File: src/rtl/latency_catch_buffer_pkg.sv
// -----------------------------------------------------------------------------
// latency_catch_pkg
//   Shared sizing helpers for the latency catch buffer and its catch FIFO.
//   - lcb_ptr_width / lcb_cnt_width : pointer and occupancy widths from DEPTH
//   - lcb_min_depth                 : smallest DEPTH giving 1 item/cycle
//   - lcb_params_ok                 : elaboration-time parameter legality
// -----------------------------------------------------------------------------
package latency_catch_pkg;

  // Minimum pipeline latency the credit scheme supports.
  localparam int unsigned LCB_LATENCY_MIN = 32'd1;

  // Extra FIFO entry beyond LATENCY needed so a pop and an issue can overlap.
  localparam int unsigned LCB_MIN_DEPTH_SLACK = 32'd1;

  // Read/write pointer width; pointers wrap naturally on a power-of-two DEPTH.
  function automatic int unsigned lcb_ptr_width(input int unsigned depth);
    return $clog2(depth);
  endfunction

  // Occupancy/credit width: one extra bit so the value DEPTH is representable.
  function automatic int unsigned lcb_cnt_width(input int unsigned depth);
    return $clog2(depth) + 32'd1;
  endfunction

  // Smallest DEPTH that sustains full throughput for a given latency.
  function automatic int unsigned lcb_min_depth(input int unsigned latency);
    return latency + LCB_MIN_DEPTH_SLACK;
  endfunction

  // True when depth is a power of two of at least 2.
  function automatic bit lcb_is_pow2(input int unsigned depth);
    return (depth >= 32'd2) && ((depth & (depth - 32'd1)) == 32'd0);
  endfunction

  // Combined legality check used by the elaboration assertions in the top.
  function automatic bit lcb_params_ok(input int unsigned depth,
                                       input int unsigned latency);
    return lcb_is_pow2(depth) && (latency >= LCB_LATENCY_MIN);
  endfunction

endpackage : latency_catch_pkg

File: src/rtl/latency_catch_buffer_catch_fifo.sv
// -----------------------------------------------------------------------------
// catch_fifo
//   Synchronous show-ahead FIFO that catches results returning from a
//   fixed-latency pipeline. The head entry is visible on rd_data_o whenever
//   the FIFO is not empty; rd_en_i consumes it. A write into a full FIFO is
//   dropped (pointers unchanged) and flagged on overflow_o for that cycle.
//
// Ports
//   clk_i, rst_n_i  clock (rising edge), asynchronous active-low reset
//   wr_en_i         write strobe
//   wr_data_i       write data
//   rd_en_i         consume head (ignored when empty)
//   rd_data_o       head data
//   empty_o/full_o  status flags
//   count_o         occupancy, 0..DEPTH
//   overflow_o      write attempted while full (combinational pulse)
// -----------------------------------------------------------------------------
module catch_fifo
  import latency_catch_pkg::*;
#(
  parameter  int unsigned DATA_WIDTH = 32'd16,
  parameter  int unsigned DEPTH      = 32'd8,
  localparam int unsigned PW         = lcb_ptr_width(DEPTH),
  localparam int unsigned CW         = lcb_cnt_width(DEPTH)
) (
  input  logic                  clk_i,
  input  logic                  rst_n_i,
  input  logic                  wr_en_i,
  input  logic [DATA_WIDTH-1:0] wr_data_i,
  input  logic                  rd_en_i,
  output logic [DATA_WIDTH-1:0] rd_data_o,
  output logic                  empty_o,
  output logic                  full_o,
  output logic [CW-1:0]         count_o,
  output logic                  overflow_o
);

  localparam logic [CW-1:0] DEPTH_C = CW'(DEPTH);
  localparam logic [CW-1:0] CNT_ONE = CW'(32'd1);
  localparam logic [PW-1:0] PTR_ONE = PW'(32'd1);

  logic [DATA_WIDTH-1:0] mem_q [DEPTH];
  logic [PW-1:0]         wr_ptr_q, wr_ptr_d;
  logic [PW-1:0]         rd_ptr_q, rd_ptr_d;
  logic [CW-1:0]         count_q, count_d;
  logic                  wr_fire_s;
  logic                  rd_fire_s;

  assign empty_o    = (count_q == '0);
  assign full_o     = (count_q == DEPTH_C);
  assign count_o    = count_q;
  assign rd_data_o  = mem_q[rd_ptr_q];
  assign overflow_o = wr_en_i & full_o;

  // Next-state for pointers and occupancy.
  always_comb begin
    wr_fire_s = wr_en_i & ~full_o;
    rd_fire_s = rd_en_i & ~empty_o;
    wr_ptr_d  = wr_ptr_q;
    rd_ptr_d  = rd_ptr_q;
    count_d   = count_q;

    if (wr_fire_s) begin
      wr_ptr_d = wr_ptr_q + PTR_ONE;
    end else begin
      wr_ptr_d = wr_ptr_q;
    end

    if (rd_fire_s) begin
      rd_ptr_d = rd_ptr_q + PTR_ONE;
    end else begin
      rd_ptr_d = rd_ptr_q;
    end

    case ({wr_fire_s, rd_fire_s})
      2'b10:   count_d = count_q + CNT_ONE;
      2'b01:   count_d = count_q - CNT_ONE;
      default: count_d = count_q;
    endcase
  end

  // Pointer and occupancy registers.
  always_ff @(posedge clk_i or negedge rst_n_i) begin
    if (!rst_n_i) begin
      wr_ptr_q <= '0;
      rd_ptr_q <= '0;
      count_q  <= '0;
    end else begin
      wr_ptr_q <= wr_ptr_d;
      rd_ptr_q <= rd_ptr_d;
      count_q  <= count_d;
    end
  end

  // Storage; cleared on reset so the head reads as zero out of reset.
  always_ff @(posedge clk_i or negedge rst_n_i) begin
    if (!rst_n_i) begin
      for (int i = 0; i < int'(DEPTH); i++) begin
        mem_q[i] <= '0;
      end
    end else if (wr_fire_s) begin
      mem_q[wr_ptr_q] <= wr_data_i;
    end
  end

endmodule : catch_fifo

File: src/rtl/latency_catch_buffer.sv
// -----------------------------------------------------------------------------
// latency_catch_buffer
//   Receiving end of a fixed-latency, non-stallable pipeline. Work is issued
//   only while a credit (a free FIFO slot not yet claimed by an in-flight
//   item) is held; results are caught LATENCY cycles later into catch_fifo and
//   offered downstream with valid/ready.
//
//   Optional feature macro: LATENCY_CHECK_EN
//     defined   - a LATENCY-deep pipe of issue bits predicts ret_valid_i; any
//                 disagreement sets err_o (as does FIFO overflow)
//     undefined - err_o is set by FIFO overflow only
//
// Ports
//   clk_i, rst_n_i  clock (rising edge), asynchronous active-low reset
//   up_valid_i      upstream work item present
//   up_ready_o      credit available (outstanding < DEPTH)
//   issue_o         launch strobe into the pipeline (up_valid_i & up_ready_o)
//   ret_valid_i     pipeline result valid
//   ret_data_i      pipeline result
//   dn_valid_o      FIFO head valid
//   dn_data_o       FIFO head data, held while not accepted
//   dn_ready_i      downstream accepts head
//   credit_o        free credits (DEPTH - outstanding)
//   err_o           sticky protocol error, cleared only by reset
// -----------------------------------------------------------------------------
module latency_catch_buffer
  import latency_catch_pkg::*;
#(
  parameter  int unsigned DATA_WIDTH = 32'd16,
  parameter  int unsigned LATENCY    = 32'd4,
  parameter  int unsigned DEPTH      = 32'd8,
  localparam int unsigned CW         = lcb_cnt_width(DEPTH)
) (
  input  logic                  clk_i,
  input  logic                  rst_n_i,
  input  logic                  up_valid_i,
  output logic                  up_ready_o,
  output logic                  issue_o,
  input  logic                  ret_valid_i,
  input  logic [DATA_WIDTH-1:0] ret_data_i,
  output logic                  dn_valid_o,
  output logic [DATA_WIDTH-1:0] dn_data_o,
  input  logic                  dn_ready_i,
  output logic [CW-1:0]         credit_o,
  output logic                  err_o
);

  localparam logic [CW-1:0] DEPTH_C   = CW'(DEPTH);
  localparam logic [CW-1:0] CNT_ONE   = CW'(32'd1);
  localparam int unsigned   MIN_DEPTH = lcb_min_depth(LATENCY);

  // Elaboration-time parameter checks.
  if (!lcb_params_ok(DEPTH, LATENCY)) begin : g_bad_params
    $error("latency_catch_buffer: DEPTH must be a power of two >= 2 and LATENCY >= 1");
  end
  if (DEPTH < MIN_DEPTH) begin : g_low_depth
    $warning("latency_catch_buffer: DEPTH < LATENCY+1, throughput below 1 item/cycle");
  end

  logic [CW-1:0]         outstanding_q, outstanding_d;
  logic                  err_q, err_d;
  logic                  issue_s;
  logic                  pop_s;
  logic                  mismatch_s;
  logic                  fifo_empty_s;
  logic                  fifo_full_s;
  logic                  overflow_s;
  logic [CW-1:0]         occupancy_s;
  logic [DATA_WIDTH-1:0] head_data_s;

  assign up_ready_o = (outstanding_q < DEPTH_C);
  assign issue_s    = up_valid_i & up_ready_o;
  assign issue_o    = issue_s;
  assign dn_valid_o = (occupancy_s != '0);
  assign dn_data_o  = head_data_s;
  // The empty term is redundant with dn_valid_o but keeps the pop
  // self-evidently safe against an empty FIFO.
  assign pop_s      = dn_ready_i & ~fifo_empty_s;
  assign credit_o   = DEPTH_C - outstanding_q;
  assign err_o      = err_q;

  catch_fifo #(
    .DATA_WIDTH (DATA_WIDTH),
    .DEPTH      (DEPTH)
  ) u_catch_fifo (
    .clk_i      (clk_i),
    .rst_n_i    (rst_n_i),
    .wr_en_i    (ret_valid_i),
    .wr_data_i  (ret_data_i),
    .rd_en_i    (pop_s),
    .rd_data_o  (head_data_s),
    .empty_o    (fifo_empty_s),
    .full_o     (fifo_full_s),
    .count_o    (occupancy_s),
    .overflow_o (overflow_s)
  );

`ifdef LATENCY_CHECK_EN
  logic [LATENCY-1:0] chk_pipe_q, chk_pipe_d;

  // Shift issue bits toward the slot that should line up with ret_valid_i.
  always_comb begin
    chk_pipe_d = (chk_pipe_q << 1) | LATENCY'(issue_s);
  end

  // Issue prediction pipe.
  always_ff @(posedge clk_i or negedge rst_n_i) begin
    if (!rst_n_i) begin
      chk_pipe_q <= '0;
    end else begin
      chk_pipe_q <= chk_pipe_d;
    end
  end

  assign mismatch_s = ret_valid_i ^ chk_pipe_q[LATENCY-1];
`else
  assign mismatch_s = 1'b0;
`endif

  // Credit accounting; the decrement floors at zero so results surviving a
  // mid-flight reset cannot wrap the count when popped.
  always_comb begin
    outstanding_d = outstanding_q;
    case ({issue_s, pop_s})
      2'b10: outstanding_d = outstanding_q + CNT_ONE;
      2'b01: begin
        if (outstanding_q != '0) begin
          outstanding_d = outstanding_q - CNT_ONE;
        end else begin
          outstanding_d = outstanding_q;
        end
      end
      default: outstanding_d = outstanding_q;
    endcase
  end

  // Sticky error accumulation.
  always_comb begin
    err_d = err_q | overflow_s | mismatch_s;
  end

  // Credit counter and error flag registers.
  always_ff @(posedge clk_i or negedge rst_n_i) begin
    if (!rst_n_i) begin
      outstanding_q <= '0;
      err_q         <= 1'b0;
    end else begin
      outstanding_q <= outstanding_d;
      err_q         <= err_d;
    end
  end

  // Full status is only consumed by the FIFO itself; tie it off visibly.
  logic unused_full_s;
  assign unused_full_s = fifo_full_s;

endmodule : latency_catch_buffer

File: config.mk
export PLATFORM = sky130hd
export DESIGN_NAME = latency_catch_buffer
export DESIGN_NICKNAME = d
export VERILOG_FILES = /design/src/rtl/latency_catch_buffer_pkg.sv /design/src/rtl/latency_catch_buffer_catch_fifo.sv /design/src/rtl/latency_catch_buffer.sv
export SDC_FILE = /design/constraint.sdc
export NUM_CORES = 1
export LEC_CHECK = 0
export ABC_CLOCK_PERIOD_IN_PS = 7600
export CAP_MARGIN = 20
export CELL_PAD_IN_SITES_DETAIL_PLACEMENT = 2
export CELL_PAD_IN_SITES_GLOBAL_PLACEMENT = 2
export CORE_ASPECT_RATIO = 0.9
export CORE_MARGIN = 2
export CORE_UTILIZATION = 48
export DETAILED_ROUTE_END_ITERATION = 7
export PLACE_DENSITY = 0.88
export SLEW_MARGIN = 20
export SYNTH_ARGS = -nofsm -noshare
export SYNTH_HDL_FRONTEND = slang
export SYNTH_HIERARCHICAL = 1
export SYNTH_SLANG_ARGS = --single-unit
File: constraint.sdc
create_clock -name clk_i -period 7.6 [get_ports clk_i]
set_input_delay 1.52 -clock clk_i [delete_from_list [all_inputs] [get_ports clk_i]]
set_output_delay 1.52 -clock clk_i [all_outputs]
set_load 0.02 [all_outputs]
==> results of run 1 <==
[layout by cell type (no fill, tap or decap), types with 2 or more instances in the layout]
cell type        count
dfrtp_1            142
mux2_2             102
clkdlybuf4s50_1     43
mux2_4              41
mux4_2              32
clkbuf_16           17
xnor2_1             11
inv_1               10
nand2_1              9
ha_1                 7
buf_4                7
nand3_1              4
bufinv_16            4
clkinv_2             4
mux2_1               4
a21oi_1              3
o211ai_1             3
clkinv_4             3
nor3b_1              3
nand2b_4             2
nor2_1               2
nor2b_1              2
nor4_1               2
clkinvlp_4           2
nand4b_2             2
nor4b_4              2
[registers in the layout (all words and copies together) (netlist names)]
name / flops
u_catch_fifo/rd_ptr_q: 3
u_catch_fifo/wr_ptr_q: 3
outstanding_q: 4
u_catch_fifo/count_o: 4
u_catch_fifo/mem_q: 128
err_o: 1
[through the flow]
stage | cells | setup slack [ns]
floorplan | 430 | 4.11
global placement | 650 | 3.25
detailed placement | 650 | 3.21
CTS | 682 | 3.00
global route | 682 | 2.91
finish | 682 | 3.08
[cell usage after synthesis (all sizes together)]
library cell	count	area, um^2
mux2	147	1810
dfrtp	143	3580
mux4	32	721
buf	15	131
inv	11	53.8
xnor2	11	96.3
nand2	10	40.0
clkbuf	9	36.3
ha	7	87.6
nand3	5	30.0
nor3b	4	41.3
o211ai	4	35.0
a21oi	3	15.0
nand2b	2	27.5
nand4b	2	30.0
nor2	2	7.51
nor2b	2	12.5
nor3	2	21.3
nor4	2	12.5
nor4b	2	47.6
or4b	2	23.8
a2111o	1	11.3
a21boi	1	7.51
and2	1	6.26
and3	1	6.26
fa	1	20.0
mux2i	1	10.0
nand4	1	21.3
o21ai	1	5.00
o311ai	1	8.76
o41ai	1	8.76
or2	1	6.26
or4	1	7.51
xor2	1	8.76
[layout make-up]
type / count / area [um^2]
clock buffer: 18 / 439
sequential: 143 / 3580
timing repair buffer: 51 / 494
clock inverter: 14 / 190
inverter: 11 / 53.8
tap: 193 / 241
multi-input combinational: 252 / 3190
fill: 1202 / 5920
[power by group through the flow]
stage / Combinational, mW / Clock, mW / Sequential, mW
after CTS: 1.97 / 0.921 / 1.52
final: 1.94 / 0.902 / 1.52
after detailed placement: 1.88 / 0 / 1.48
after global routing: 2.06 / 0.951 / 1.56
after global placement: 1.76 / 0 / 1.41
after floorplan: 1.41 / 0 / 1.30
[routing by layer]
| layer | vias up | wire length, um | track usage [%] |
|---|---|---|---|
| met1 | 2230 | 8630 | 35.5 |
| met5 | - | 0 | 0 |
| met3 | 39 | 575 | 5.62 |
| met4 | 0 | 478 | 9.17 |
| met2 | 108 | 10900 | 50.5 |
| li1 | 1683 | - | - |
[final timing paths]
kind / endpoint / cells past startpoint
hold / removal: err_o / 1
setup / recovery: dn_data_o[8] / 4
setup reg to reg: u_catch_fifo/count_o[3] / 10
max in group asynchronous: u_catch_fifo/mem_q[95] / 2
hold reg to reg: err_o / 1
min in group asynchronous: u_catch_fifo/mem_q[72] / 1
[kinds of logic (layout without fill, tap and decap cells)]
family / Yosys count / after routing
buffers and inverters: 35 / 94
xor gates and xnor gates: 12 / 12
adders and majority gates: 8 / 8
DFF: 143 / 143
muxes: 180 / 180
and+or+nand+nor: 40 / 40
AOI/OAI and AO/OA: 12 / 12
[worst register-to-register path: cells and delay by family (launching register included)]
family,cells,cell delay [ns]
buffers and inverters,2,0.31
AOI/OAI and AO/OA,3,0.45
and+or+nand+nor,3,1.21
DFF,1,0.47
adders and majority gates,2,0.72
==> impl_metrics.ini, run 1 <==
[critical_path]
required_ns = 6.08
critPathLaunchType = register
critPathKind = register to output port
crit_arrival_ns = 3.00
reg2reg_slack_ns = 4.32
cp-startpoint = u_catch_fifo/rd_ptr_q[0]
r2r-start = u_catch_fifo/count_o[0]
path_cells = buf_4 -> mux4_2 -> mux2_2 -> clkdlybuf4s50_1
cp_slowest_stage_delay_ns = 0.60
cp_slowest_cell = mux4_2
critPathBufInv = 2
end_kind = output port
crit_fanout = 25
critPathTopFamily = buffers and inverters

[global_route]
grt_use_total_pct = 28.6
grt_pass1_vias = 4855
grt_overflow = 0
grt_pass1_wl_um = 32300
antenna_found_initial = 0
grt_max_degree = 84

[yosys]
synth-simple-area-share_pct = 4.89
postSynthAreaPerCell_um2 = 16.2
yosys.cell_types.count = 47
synthCells = 430
yosysSeqAreaShare_pct = 51.2
synth_top_family_by_area = multiplexers
syn_area_mm2 = 0.00699
muxShareOfSynthArea_pct = 36.4
ys_ff_latch = 143
synth_fa_ha_area_share_pct = 1.54
yosysWarnings = 6
synth-compound-area-share_pct = 1.31
synth_xor_area_share_pct = 1.50
synth_nets = 459

[timing]
fin_skew_ns = 0.00901
drv_slew = 0
finalCritPeriodShare_pct = 59.5
fin_setup_tns_ns = 0
hold_slack_ns = 0.470
tightestPinTransition_ns = 1.04
finalHoldViolCount = 0
period_minus_slack_ns = 4.52
setup_viol = 0
rsz0062_at_grt = false
max_freq_ghz = 0.221
slew_headroom_pct = 30.3

[floorplan]
die-area_mm2 = 0.0155
core_area_mm2 = 0.0141
start_util_pct = 49.5
io_pins = 45
rows = 41
die_w_um = 131
die_h_um = 118

[final_layout]
antenna_cells = 0
drive_gt1_share_pct = 47.4
area_growth_pct = 17.2
final_cell_area_mm2 = 0.00818
post-route-util_pct = 58.0
nets = 505

[drt]
num_vias = 4060
drt_drc_violations_left = 0
avgRoutedWirePerCell_um = 30.3
avgViaCountPerCell = 5.95
wirelength_um = 20600
drt_iter0_markers = 181
drtPass1Iterations = 4
ant_nets = 0

[pwr]
power.density_mw_per_mm2 = 534
p_int_mw = 2.81
power_frac_clock_pct = 20.7
combPwrFrac_pct = 44.5
power_frac_seq_pct = 34.8
sw_frac_of_total_pct = 35.7
power_switching_mw = 1.56
static-leakage-power_nw = 3.46
irDropWorstVdd_v = 0.000256
total_power_mw = 4.37

[placement]
gp_congestion = 0.724
dp_hpwl_um = 11300
placed_cell_area_mm2 = 0.00755
port_buffers = 44

[cts]
clock_latency_ns = 0.43
numCtsBuffers = 17
cts_hold_buf = 0
clock-sinks = 143
post_cts_buffers = 0
clkSlewWorstSetupHoldPaths_ns = 0.06
cts_tree = done
cts_max_level = 4
clock_path_buffers = 2
cts_root_buf = clkbuf_16
cts_resized = 0

[job]
drv_cap = 0

[min_path]
holdCritStartpoint = err_o
hold_class = register to register

[run_status]
status = completed
Note: power is estimated with default switching activity, not from simulation.
==> run 2: changes to the inputs <==
--- a/config.mk
+++ b/config.mk
@@ -5,15 +5,15 @@
 export SDC_FILE = /design/constraint.sdc
 export NUM_CORES = 1
 export LEC_CHECK = 0
-export ABC_CLOCK_PERIOD_IN_PS = 7600
+export ABC_CLOCK_PERIOD_IN_PS = 4300
 export CAP_MARGIN = 20
 export CELL_PAD_IN_SITES_DETAIL_PLACEMENT = 2
 export CELL_PAD_IN_SITES_GLOBAL_PLACEMENT = 2
 export CORE_ASPECT_RATIO = 0.9
 export CORE_MARGIN = 2
-export CORE_UTILIZATION = 48
+export CORE_UTILIZATION = 44
 export DETAILED_ROUTE_END_ITERATION = 7
-export PLACE_DENSITY = 0.88
+export PLACE_DENSITY = 0.81
 export SLEW_MARGIN = 20
 export SYNTH_ARGS = -nofsm -noshare
 export SYNTH_HDL_FRONTEND = slang
==> constraint.sdc (replaced) <==
create_clock -name clk_i -period 4.3 [get_ports clk_i]
set_input_delay 0.86 -clock clk_i [delete_from_list [all_inputs] [get_ports clk_i]]
set_output_delay 0.86 -clock clk_i [all_outputs]
set_load 0.02 [all_outputs]
==> impl_metrics.ini, run 2 (synthesis results as in run 1) <==
[critical_path]
critPathBufInv = 2
critPathKind = register to output port
path_cells = buf_12 -> mux4_2 -> mux2_2 -> clkdlybuf4s50_1
cp_slowest_stage_delay_ns = 0.71
crit_arrival_ns = 2.83
cp_slowest_cell = dfrtp_2
critPathTopFamily = multiplexers
crit_fanout = 22
required_ns = 3.44
end_kind = output port
critPathLaunchType = register

[timing]
tightestPinTransition_ns = 0.977
fin_skew_ns = 0.00723
rsz0062_at_grt = false
fin_setup_tns_ns = 0
finalHoldViolCount = 0
timing.final.ws_setup_ns = 0.611
drv_slew = 0
period_minus_slack_ns = 3.69
slew_headroom_pct = 34.8
max_freq_ghz = 0.271
setup_viol = 0
finalCritPeriodShare_pct = 85.8

[final_layout]
final_common_cell = dfrtp_1
final_cell_area_mm2 = 0.00825
largest_register_ffs = 128
nets = 509
post-route-util_pct = 53.3
regMostFlops = u_catch_fifo/mem_q
drive_gt1_share_pct = 47.7
antenna_cells = 0
final_cell_mix = dfrtp_1, mux2_2, clkdlybuf4s50_1
area_growth_pct = 18.1

[placement]
gp_congestion = 0.803
dp_hpwl_um = 10800
port_buffers = 44
placed_cell_area_mm2 = 0.00761
post-place-ws_ns = 0.659

[pwr]
static-leakage-power_nw = 3.48
power.density_mw_per_mm2 = 915
power_frac_seq_pct = 34.8
p_int_mw = 5.03
combPwrFrac_pct = 44.2
total_power_mw = 7.55
sw_frac_of_total_pct = 33.4
irDropWorstVdd_v = 0.000389
power_switching_mw = 2.52
power_frac_clock_pct = 21.0

[floorplan]
start_util_pct = 45.1
die-area_mm2 = 0.0169
die_w_um = 137
die_h_um = 124
core_area_mm2 = 0.0155
rows = 43
io_pins = 45

[global_route]
grt_max_degree = 121
grt_pass1_wl_um = 28200
grt_use_total_pct = 23.3
grt_overflow = 0
antenna_found_initial = 0
grt_pass1_vias = 4712

[cts]
clkSlewWorstSetupHoldPaths_ns = 0.06
cts_resized = 0
clock_latency_ns = 0.42
clock_path_buffers = 2
cts_root_buf = clkbuf_16
numCtsBuffers = 17
cts_max_level = 4
cts_tree = done
cts_hold_buf = 0
post_cts_buffers = 0
clock-sinks = 143

[run_status]
status = completed

[drt]
drt_iter0_markers = 187
ant_nets = 0
drtPass1Iterations = 4
num_vias = 3967
avgViaCountPerCell = 5.71
avgRoutedWirePerCell_um = 25.6
drt_drc_violations_left = 0
wirelength_um = 17800

[job]
drv_cap = 0

[min_path]
hold_class = register to register
-- run 2: changes by cell type in the layout (fill, tap and decap cells not counted), sizes merged --
cell,before,now
clkinvlp,2,3
buf,8,11
inv,12,11
clkinv,7,3
clkbuf,18,23
-- run 2: area by class of cell --
type                            count  area (um^2)
Inverter                           11         53.8
Fill cell                        1381         7240
Multi-Input combinational cell    252         3190
Timing Repair Buffer               55          539
Sequential cell                   143         3580
Clock buffer                       22          484
Clock inverter                     10          158
Tap cell                          202          253
-- run 2: per-stage QoR --
| stage | hold WS [ns] | cells |
|---|---|---|
| finish | 0.468 | 695 |
| global route | 0.495 | 695 |
| CTS | 0.472 | 695 |
| detailed placement | 0.452 | 663 |
| global placement | 0.449 | 663 |
| floorplan | 0.459 | 430 |
-- run 2: worst register-to-register path: cells and delay by family, from the launching register on --
family	cells	cell delay, ns
buf+inv	1	0.20
fa+ha+maj	2	0.73
simple gates	1	0.67
compound gates	3	1.00
flops	1	0.47
-- run 2: final timing paths --
check | startpoint | to | slack [ns] | depth (start not counted)
worst max register to register | u_catch_fifo/count_o[0] | u_catch_fifo/count_o[3] | 1.09 | 7
worst min-delay path | err_o | err_o | 0.47 | 1
max in group asynchronous | rst_n_i | u_catch_fifo/mem_q[77] | 2.78 | 2
worst max-delay path | u_catch_fifo/rd_ptr_q[0] | dn_data_o[12] | 0.61 | 4
min in group asynchronous | rst_n_i | outstanding_q[1] | 0.58 | 1
worst min register to register | err_o | err_o | 0.47 | 1
-- run 2: power groups by stage --
stage | registers (mW) | clock network, mW | logic (mW)
after global routing | 2.72 | 1.68 | 3.58
after CTS | 2.63 | 1.62 | 3.40
after detailed placement | 2.61 | 0 | 3.33
after floorplan | 2.30 | 0 | 2.50
final | 2.63 | 1.58 | 3.34
after global placement | 2.51 | 0 | 3.17
-- run 2: layer usage --
metal | GRT usage, % | routed length (um) | vias up
met1 | 27.1 | 7180 | 2192
li1 | - | - | 1696
met2 | 42.7 | 9910 | 62
met5 | 0 | 0 | -
met4 | 7.09 | 232 | 0
met3 | 5.29 | 471 | 17
==> run 3: changes to the inputs <==
--- a/config.mk
+++ b/config.mk
@@ -5,7 +5,7 @@
 export SDC_FILE = /design/constraint.sdc
 export NUM_CORES = 1
 export LEC_CHECK = 0
-export ABC_CLOCK_PERIOD_IN_PS = 4300
+export ABC_CLOCK_PERIOD_IN_PS = 3500
 export CAP_MARGIN = 20
 export CELL_PAD_IN_SITES_DETAIL_PLACEMENT = 2
 export CELL_PAD_IN_SITES_GLOBAL_PLACEMENT = 2
@@ -13,9 +13,8 @@
 export CORE_MARGIN = 2
 export CORE_UTILIZATION = 44
 export DETAILED_ROUTE_END_ITERATION = 7
-export PLACE_DENSITY = 0.81
+export PLACE_DENSITY = 0.82
 export SLEW_MARGIN = 20
 export SYNTH_ARGS = -nofsm -noshare
 export SYNTH_HDL_FRONTEND = slang
-export SYNTH_HIERARCHICAL = 1
 export SYNTH_SLANG_ARGS = --single-unit
==> constraint.sdc (replaced) <==
create_clock -name clk_i -period 3.5 [get_ports clk_i]
set_input_delay 0.7 -clock clk_i [delete_from_list [all_inputs] [get_ports clk_i]]
set_output_delay 0.7 -clock clk_i [all_outputs]
set_load 0.02 [all_outputs]
==> impl_metrics.ini, run 3 <==
[run_status]
status = completed

[final_layout]
final_cell_area_mm2 = 0.00792
n_fill_cell = 1329
area_growth_pct = 18.9
final_cell_mix = dfrtp_1, mux2_2, clkdlybuf4s50_1
largest_register_ffs = 128
drive_gt1_share_pct = 46.7
regMostFlops = u_catch_fifo.mem_q
nets = 497
final_common_cell = dfrtp_1
antenna_cells = 0
regArea_mm2 = 0.00358
multiInputGateArea_mm2 = 0.00293
final_cell_count_no_fill = 680

[cts]
clkSlewWorstSetupHoldPaths_ns = 0.06
clock_latency_ns = 0.43
cts_hold_buf = 0
clock-sinks = 143
post_cts_buffers = 0
numCtsBuffers = 17
cts_tree = done
cts_max_level = 4
clock_path_buffers = 2
cts_root_buf = clkbuf_16

[global_route]
antenna_found_initial = 0
grt_use_total_pct = 23.8
grt_overflow = 0
grt_pass1_vias = 4608
grt_max_degree = 71
grt_pass1_wl_um = 27800

[critical_path]
crit_arrival_ns = 2.53
critPathTopFamily = multiplexers
path_cells = buf_4 -> mux4_2 -> mux2_2 -> clkdlybuf4s50_1
crit_fanout = 12
required_ns = 2.80
critPathBufInv = 2
critPathKind = register to output port
cp_slowest_cell = mux4_2
end_kind = output port
critPathLaunchType = register
cp_slowest_stage_delay_ns = 0.58

[yosys]
synthFlopType = dfrtp_1
yosysWarnings = 0
yosysSeqAreaShare_pct = 53.7
yosysTopAreaCell = dfrtp_1
postSynthAreaPerCell_um2 = 16.0
ys_ff_latch = 143
async_flop_share_pct = 100
ys_top_cells_by_area = dfrtp_1, mux2_2, mux4_2
syn_area_mm2 = 0.00666
yosysMostFrequentCell = dfrtp_1
synthTopCellsByCount = dfrtp_1, mux2_2, mux4_2
synth_nets = 445
yosys.cell_types.count = 40
synth_edf_count = 0
yosysTopAreaCellShare_pct = 53.7
synthCells = 417

[timing]
rsz0062_at_grt = false
hold_slack_ns = 0.273
drv_slew = 0
tightestPinTransition_ns = 0.690
fin_skew_ns = 0.00854
finalHoldViolCount = 0
max_freq_ghz = 0.310
finalCritPeriodShare_pct = 92.3
slew_headroom_pct = 54.0
setup_viol = 0
fin_setup_tns_ns = 0
period_minus_slack_ns = 3.23

[pwr]
static-leakage-power_nw = 3.32
irDropWorstVdd_v = 0.000464
power.density_mw_per_mm2 = 1110
total_power_mw = 8.78

[drt]
ant_nets = 0
wirelength_um = 17300
drt_drc_violations_left = 0
drt_iter0_markers = 126
avgViaCountPerCell = 5.54
avgRoutedWirePerCell_um = 25.5
num_vias = 3767
drtPass1Iterations = 4

[job]
drv_cap = 0

[placement]
dp_cells = 648
gp_congestion = 0.713
placed_cell_area_mm2 = 0.00732
dp_hpwl_um = 10400
port_buffers = 44

[floorplan]
start_util_pct = 45.1
die_h_um = 121
rows = 42
die-area_mm2 = 0.0161
io_pins = 45
core_area_mm2 = 0.0148
die_w_um = 134

[min_path]
hold_class = primary input to async pin
[run 3: cell count changes after synthesis, moves of 3 or more]
| cell | change |
|---|---|
| inv_1 | -4 |
| nand3_1 | -3 |
| mux2_1 | +6 |
| mux2_2 | +35 |
| xor2_1 | +3 |
| buf_6 | -6 |
| mux2_4 | -41 |
| buf_4 | +5 |
[run 3: cell families (layout without fill, tap and decap cells)]
| kind of cell | count (synthesis) | after routing | synth area share (%) |
|---|---|---|---|
| flip-flops | 143 | 143 | 53.7 |
| AO/OA/AOI/OAI | 11 | 11 | 1.18 |
| adder cells (fa/ha/maj) | 7 | 7 | 1.31 |
| buffers and inverters | 31 | 96 | 2.52 |
| AND/OR/NAND/NOR | 32 | 32 | 3.76 |
| XOR/XNOR | 14 | 14 | 1.84 |
| multiplexers | 179 | 179 | 35.7 |
[run 3: path summary, 6_finish.rpt]
| path | start | end | slack (ns) | cells after the start |
|---|---|---|---|---|
| worst max-delay path | u_catch_fifo.rd_ptr_q[0] | dn_data_o[13] | 0.27 | 4 |
| worst min-delay path | rst_n_i | u_catch_fifo.mem_q[82] | 0.27 | 1 |
| worst max register to register | u_catch_fifo.count_o[1] | u_catch_fifo.count_o[2] | 0.52 | 9 |
| max in group asynchronous | rst_n_i | u_catch_fifo.mem_q[10] | 2.44 | 2 |
| worst min register to register | err_o | err_o | 0.50 | 1 |
| min in group clk_i | err_o | err_o | 0.50 | 1 |
[run 3: metrics by stage]
stage | setup slack [ns] | utilization (%)
3_5_place_dp | 0.289 | 49.6
4_1_cts | 0.168 | 53.6
3_3_place_gp | 0.597 | 49.6
6_report | 0.270 | 53.6
5_1_grt | 0.181 | 53.6
2_1_floorplan | 0.921 | -
[run 3: final cells by class]
cell class | instances | share of cell area [%]
multi-input combinational | 243 | 37.0
clock buffer | 27 | 6.73
timing repair buffer | 58 | 7.06
tap | 198 | 3.13
clock inverter | 5 | 0.632
inverter | 6 | 0.284
sequential | 143 | 45.2
[run 3: power breakdown]
group          switching, mW  internal, mW
clock                  0.668          1.11
combinational           1.68          2.19
sequential             0.638          2.50
[run 3: per-layer routing]
| layer | share of wire [%] | up-vias | GRT usage (%) |
|---|---|---|---|
| met5 | 0 | - | 0 |
| met4 | 0.94 | 0 | 7.11 |
| met3 | 2.2 | 10 | 4.57 |
| met2 | 55 | 58 | 41.9 |
| met1 | 42 | 2055 | 29.9 |
| li1 | - | 1644 | - |
[run 3: repair_timing]
item | 4_1_cts | 5_1_grt
gates resized for setup | 0 | 1
endpoints found under the setup margin | 0 | 1
endpoints found under the hold margin | 0 | 0
[run 3: worst reg2reg max path: cells and delay by family, from the launching register on]
| family | cells | cell delay, ns |
|---|---|---|
| compound gates | 2 | 0.84 |
| fa+ha+maj | 2 | 0.59 |
| xor+xnor | 3 | 0.53 |
| flops | 1 | 0.50 |
| buf+inv | 1 | 0.28 |
| simple gates | 1 | 0.13 |
